--- config.mk ---
export PLATFORM = sky130hd
export DESIGN_NAME = decode_stage
export DESIGN_NICKNAME = d
export VERILOG_FILES = /design/src/rtl/decode_stage_pkg.sv /design/src/rtl/decode_stage_imm_gen.sv /design/src/rtl/decode_stage.sv
export SDC_FILE = /design/constraint.sdc
export NUM_CORES = 1
export LEC_CHECK = 0
export CORE_MARGIN = 2
export CORE_UTILIZATION = 48
export CTS_CLUSTER_SIZE = 12
export DETAILED_ROUTE_END_ITERATION = 7
export HOLD_SLACK_MARGIN = 0.12
export PLACE_DENSITY = 0.88
export SLEW_MARGIN = 20
export SYNTH_ARGS = -nofsm -noshare
export SYNTH_HDL_FRONTEND = slang
export SYNTH_SLANG_ARGS = --single-unit
--- constraint.sdc ---
create_clock -name clock -period 6.08 [get_ports clock]
set_input_delay 1.216 -clock clock [delete_from_list [all_inputs] [get_ports clock]]
set_output_delay 1.216 -clock clock [all_outputs]
set_load 0.02 [all_outputs]
--- src/rtl/decode_stage_pkg.sv ---
// decode_stage_pkg: shared types, opcodes and decoded-instruction bundle for the decode stage
package decode_stage_pkg;
  typedef logic [31:0] word;
  typedef logic [4:0] reg_index;
  typedef enum logic {READ_REG_DATA, WRITE_REG_DATA} reg_file_op_t;
  localparam logic [6:0] OPC_LUI    = 7'b0110111;
  localparam logic [6:0] OPC_AUIPC  = 7'b0010111;
  localparam logic [6:0] OPC_JAL    = 7'b1101111;
  localparam logic [6:0] OPC_JALR   = 7'b1100111;
  localparam logic [6:0] OPC_BRANCH = 7'b1100011;
  localparam logic [6:0] OPC_LOAD   = 7'b0000011;
  localparam logic [6:0] OPC_STORE  = 7'b0100011;
  localparam logic [6:0] OPC_OP_IMM = 7'b0010011;
  localparam logic [6:0] OPC_OP     = 7'b0110011;
  typedef enum logic [2:0] {IMM_I, IMM_S, IMM_B, IMM_U, IMM_J, IMM_NONE} imm_type_t;
  typedef struct packed {
    word        pc;
    word        rs1_val;
    word        rs2_val;
    word        imm;
    reg_index   rd;
    logic [6:0] opcode;
    logic [2:0] funct3;
    logic       funct7_b5;
    logic       writes_rd;
    logic       illegal;
  } decoded_instr_t;
endpackage

--- src/rtl/decode_stage_imm_gen.sv ---
// decode_stage_imm_gen: sign-extended RV32I immediate from instruction word and format
import decode_stage_pkg::*;
module decode_stage_imm_gen (
  input  word       instr,
  input  imm_type_t imm_type,
  output word       imm
);
  // pick the bit scatter of the selected format, sign taken from instr[31]
  always_comb begin
    imm = imm_type == IMM_I ? {{20{instr[31]}}, instr[31:20]} :
          imm_type == IMM_S ? {{20{instr[31]}}, instr[31:25], instr[11:7]} :
          imm_type == IMM_B ? {{19{instr[31]}}, instr[31], instr[7], instr[30:25], instr[11:8], 1'b0} :
          imm_type == IMM_U ? {instr[31:12], 12'b0} :
          imm_type == IMM_J ? {{11{instr[31]}}, instr[31], instr[19:12], instr[20], instr[30:21], 1'b0} :
          '0;
  end
endmodule

--- src/rtl/decode_stage.sv ---
// decode_stage: registered RV32I decode with reg_file port arbitration and busy scoreboard
import decode_stage_pkg::*;
module decode_stage #(
  parameter word RESET_PC_OUT = 32'h0000_0000
) (
  input  logic         clock,
  input  logic         reset_n,
  input  logic         in_valid,
  output logic         in_ready,
  input  word          in_instr,
  input  word          in_pc,
  input  logic         flush,
  input  logic         wb_valid,
  input  reg_index     wb_rd,
  input  word          wb_data,
  output reg_file_op_t rf_op,
  output reg_index     rf_rs1,
  output reg_index     rf_rs2,
  output reg_index     rf_rd,
  output word          rf_write_data,
  input  word          rf_rs1_data,
  input  word          rf_rs2_data,
  output logic         out_valid,
  input  logic         out_ready,
  output word          out_pc,
  output word          out_rs1_val,
  output word          out_rs2_val,
  output word          out_imm,
  output reg_index     out_rd,
  output logic [6:0]   out_opcode,
  output logic [2:0]   out_funct3,
  output logic         out_funct7_b5,
  output logic         out_writes_rd,
  output logic         out_illegal
);
  localparam decoded_instr_t RST_OUT = '{pc: RESET_PC_OUT, default: '0};
  logic [6:0] opc;
  reg_index rs1, rs2, rd;
  logic is_lui, is_auipc, is_jal, is_jalr, is_branch, is_load, is_store, is_op_imm, is_op;
  logic uses_rs1, uses_rs2, writes_rd, legal, hazard, accept;
  imm_type_t imm_type;
  word imm;
  decoded_instr_t dec, out_d, out_q;
  logic valid_d, valid_q;
  logic [31:0] busy_d, busy_q;
  assign opc = in_instr[6:0];
  assign rd  = in_instr[11:7];
  assign rs1 = in_instr[19:15];
  assign rs2 = in_instr[24:20];
  assign is_lui    = opc == OPC_LUI;
  assign is_auipc  = opc == OPC_AUIPC;
  assign is_jal    = opc == OPC_JAL;
  assign is_jalr   = opc == OPC_JALR;
  assign is_branch = opc == OPC_BRANCH;
  assign is_load   = opc == OPC_LOAD;
  assign is_store  = opc == OPC_STORE;
  assign is_op_imm = opc == OPC_OP_IMM;
  assign is_op     = opc == OPC_OP;
  assign legal     = is_lui | is_auipc | is_jal | is_jalr | is_branch | is_load | is_store | is_op_imm | is_op;
  assign uses_rs1  = is_jalr | is_branch | is_load | is_store | is_op_imm | is_op;
  assign uses_rs2  = is_branch | is_store | is_op;
  assign writes_rd = (is_lui | is_auipc | is_jal | is_jalr | is_load | is_op_imm | is_op) & (rd != '0);
  assign imm_type  = (is_jalr | is_load | is_op_imm) ? IMM_I :
                     is_store ? IMM_S :
                     is_branch ? IMM_B :
                     (is_lui | is_auipc) ? IMM_U :
                     is_jal ? IMM_J : IMM_NONE;
  // only the registered scoreboard gates issue; a writeback frees its register one cycle later
  assign hazard   = (uses_rs1 & busy_q[rs1]) | (uses_rs2 & busy_q[rs2]) | (writes_rd & busy_q[rd]);
  assign in_ready = (!valid_q | out_ready) & !hazard & !wb_valid & !flush;
  assign accept   = in_valid & in_ready;
  decode_stage_imm_gen u_imm_gen (
    .instr    (in_instr),
    .imm_type (imm_type),
    .imm      (imm)
  );
  assign dec = '{
    pc:        in_pc,
    rs1_val:   uses_rs1 ? rf_rs1_data : '0,
    rs2_val:   uses_rs2 ? rf_rs2_data : '0,
    imm:       imm,
    rd:        rd,
    opcode:    opc,
    funct3:    in_instr[14:12],
    funct7_b5: in_instr[30],
    writes_rd: writes_rd,
    illegal:   !legal
  };
  // writeback owns the single reg_file port whenever it is present
  always_comb begin
    rf_op         = wb_valid ? WRITE_REG_DATA : READ_REG_DATA;
    rf_rd         = wb_valid ? wb_rd : '0;
    rf_write_data = wb_valid ? wb_data : '0;
    rf_rs1        = wb_valid ? '0 : rs1;
    rf_rs2        = wb_valid ? '0 : rs2;
  end
  // output register and scoreboard next state; a set on accept wins over any clear
  always_comb begin
    out_d   = accept ? dec : out_q;
    valid_d = accept | (valid_q & !out_ready & !flush);
    busy_d  = busy_q;
    if (flush && valid_q && out_q.writes_rd) busy_d[out_q.rd] = 1'b0;
    if (wb_valid) busy_d[wb_rd] = 1'b0;
    if (accept && writes_rd) busy_d[rd] = 1'b1;
    busy_d[0] = 1'b0;
  end
  // state registers with synchronous active-low reset
  always_ff @(posedge clock) begin
    if (!reset_n) begin
      valid_q <= 1'b0;
      busy_q  <= '0;
      out_q   <= RST_OUT;
    end else begin
      valid_q <= valid_d;
      busy_q  <= busy_d;
      out_q   <= out_d;
    end
  end
  assign out_valid     = valid_q;
  assign out_pc        = out_q.pc;
  assign out_rs1_val   = out_q.rs1_val;
  assign out_rs2_val   = out_q.rs2_val;
  assign out_imm       = out_q.imm;
  assign out_rd        = out_q.rd;
  assign out_opcode    = out_q.opcode;
  assign out_funct3    = out_q.funct3;
  assign out_funct7_b5 = out_q.funct7_b5;
  assign out_writes_rd = out_q.writes_rd;
  assign out_illegal   = out_q.illegal;
endmodule

==> flow_summary.toml <==
[timing]
tightest_slew_ps = 1070
finalCritPeriodShare = 0.874
slew_viol_final = 0
rsz0062_at_grt = "false"
max_freq_ghz = 0.188
skew_ps = 13.3
setup_violations = 0
hold_violations = 0
slew_headroom = 0.283
timing.setup.tns_ps = 0
min_period_ps = 5320

[synthesis]
synth.distinct_cells = 50
syn_area_sq_mm = 0.00925
yosysTopAreaCell = "dfxtp_1"
yosysWarnings = 0
async_flop_share = 0
syn_inst = 1053
netlist.area_leader.share = 0.385
syn_nets = 1224
yosysMostFrequentCell = "nand2_1"
synth_edf_count = 0
netlist_top_cells_count = "nand2_1, dfxtp_1, mux2i_1"
synth-seq-cells = 178
synth-seq-area-share = 0.385
ys.flop_type = "dfxtp_1"
syn-mean-instance-area_sq_um = 8.78
yosys-top-cells-area = "dfxtp_1, mux2i_1, nand2_1, mux4_2, nand3_1"

[global_route]
grt_max_degree = 185
grt_pass1_wl_mm = 46.5
grt_overflow = 0
grtUsageTotal = 0.290
grt_pass1_vias = 8748
antenna_found_initial = 0

[drt]
drcViolationCount = 0
firstDrtPassIters = 7
antenna_left = 0
drtIter0Drc = 824
viasPerCell = 5.61
avgRoutedWirePerCell_um = 18.8
wl_mm = 30.5
dr_total_vias = 9089

[hold_path]
min_path_type = "reg -> reg"

[final_layout]
final_area_sq_mm = 0.0134
diodes = 0
nets = 1519
drive_above_1_share = 0.0544
n_fill_cell = 1426
area_growth_pct = 45.1

[cts]
post-cts-setup-buffers = 0
clk_pin_slew_worst_paths_ps = 70
htree_levels = 4
cts_buffers = 17
clock_sinks = 178
insertion_delay_ps = 430
cts_resized = 0
cts-root-buf = "clkbuf_16"
cts_hold_buf = 0
cts_tree = "done"
clock_path_buffers = 2

[floorplan]
rows = 50
start_util = 0.491
die_width_um = 143
ios = 367
dieArea_sq_mm = 0.0204
die_h_um = 143
fp.coreArea_sq_mm = 0.0188

[placed_design]
place_area_sq_mm = 0.0128
post-dp-hpwl_mm = 21.7
routabilityCongestion = 0.999
port_buffers = 366

[power_and_ir_drop]
leakagePower_nw = 5.53
ir_drop_mv = 0.182
power_density_mw_per_mm2 = 201

[setup_path]
slowest_delay_ps = 900
worstSetupPathType = "in -> out"
cp_data_required_time_ps = 4860
worstPathCellList = "clkdlybuf4s50_1 > mux4_2 > nor4b_1 > nor4_1 > nand4_1 > and4_1 > clkdlybuf4s50_1"
cp_slowest_cell = "clkdlybuf4s50_1"
crit_path_start_kind = "primary input"
cpMostUsedCell = "clkdlybuf4s50_1"
crit_arrival_ps = 4100
crit_fanout = 14
cp-end-kind = "output pin"

[flow_run]
drv_cap = 0

[outcome]
status = "finished clean"
-- worst paths after layout --
check	start	to	slack [ps]	depth (start not counted)
setup reg to reg	busy_q[25]$_SDFF_PN0_	out_imm[13]$_SDFFE_PN0P_	2860	8
hold / removal	out_pc[17]$_SDFFE_PN0P_	out_pc[17]$_SDFFE_PN0P_	460	2
hold reg to reg	out_pc[17]$_SDFFE_PN0P_	out_pc[17]$_SDFFE_PN0P_	460	2
setup / recovery	in_instr[8]	in_ready	760	7
-- cells in the final DEF, fill, tap and decap left out, types with 3 or more instances in the layout --
master           netlist  routed
and2_1                38      38
nand3b_1               5       5
a211oi_1               3       3
nand4_1                3       3
a21oi_1                9       9
dfxtp_1              178     178
clkbuf_16              0      17
nor2_1                19      18
clkdlybuf4s50_1        0     365
nand2b_1               3       3
nand2_1              273     273
o2111ai_1             31      31
inv_6                  0       5
a31oi_1                3       3
buf_4                  2      11
a21o_1                19      19
clkinv_4               0       3
and3b_1                3       3
o31ai_1                7       7
nand3_1               81      81
mux2_2                 3       3
nor2b_1               15      15
o41ai_1               23      23
mux2i_1              157     157
nor3_1                 5       5
a22o_1                 4       4
nor3b_1                7       7
inv_1                 10      10
o21ai_0                6       6
mux4_2                20      20
-- power by group --
| group | internal [mW] | switching [mW] |
|---|---|---|
| Sequential | 1.18 | 0.00891 |
| Combinational | 0.206 | 0.205 |
| Clock | 0.590 | 0.515 |
-- flip-flops by register name, summed over array words and instances (netlist names) --
name,count
out_valid,1
out_rs1_val,32
out_imm,32
out_pc,32
out_writes_rd,1
out_funct7_b5,1
out_funct3,3
out_rs2_val,32
out_rd,5
busy_q,31
out_illegal,1
out_opcode,7
-- final cells by class --
| type | instances | area (sq um) | area share |
|---|---|---|---|
| clock buffer | 18 | 439 | 0.0327 |
| clock inverter | 14 | 148 | 0.0110 |
| inverter | 10 | 37.5 | 0.00280 |
| multi-input combinational | 763 | 5140 | 0.383 |
| sequential | 178 | 3560 | 0.265 |
| tap | 260 | 325 | 0.0242 |
| timing repair buffer | 378 | 3770 | 0.281 |
-- critical path: cells and delay by family --
| family | cells | cell delay [ps] |
|---|---|---|
| AND/OR/NAND/NOR | 4 | 780 |
| multiplexers | 1 | 580 |
| buffers and inverters | 2 | 1530 |
-- cell families (layout without fill, tap and decap cells) --
logic type / after synthesis / count (layout) / share of synthesized area
buffers and inverters: 112 / 420 / 0.0616
and+or+nand+nor: 464 / 464 / 0.227
DFF: 178 / 178 / 0.385
AOI/OAI and AO/OA: 119 / 119 / 0.104
muxes: 180 / 180 / 0.222
-- metal layers --
metal  share of wire  up-vias  track usage
li1                -     4302            -
met1            0.40     4265        0.358
met2            0.48      448        0.471
met3           0.094       74       0.0973
met4           0.031        0        0.111
met5               0        -            0
-- metrics by stage --
step / power [mW] / setup WS (ps) / hold WS (ps) / instances / utilization
floorplan: 1.42 / 2120 / 474 / 1053 / -
global placement: 1.62 / 789 / 443 / 1589 / 0.682
detailed placement: 1.62 / 773 / 451 / 1589 / 0.682
CTS: 2.71 / 770 / 459 / 1621 / 0.713
global route: 2.78 / 645 / 480 / 1621 / 0.713
finish: 2.70 / 764 / 455 / 1621 / 0.713
(Power assumes the default switching activity.)
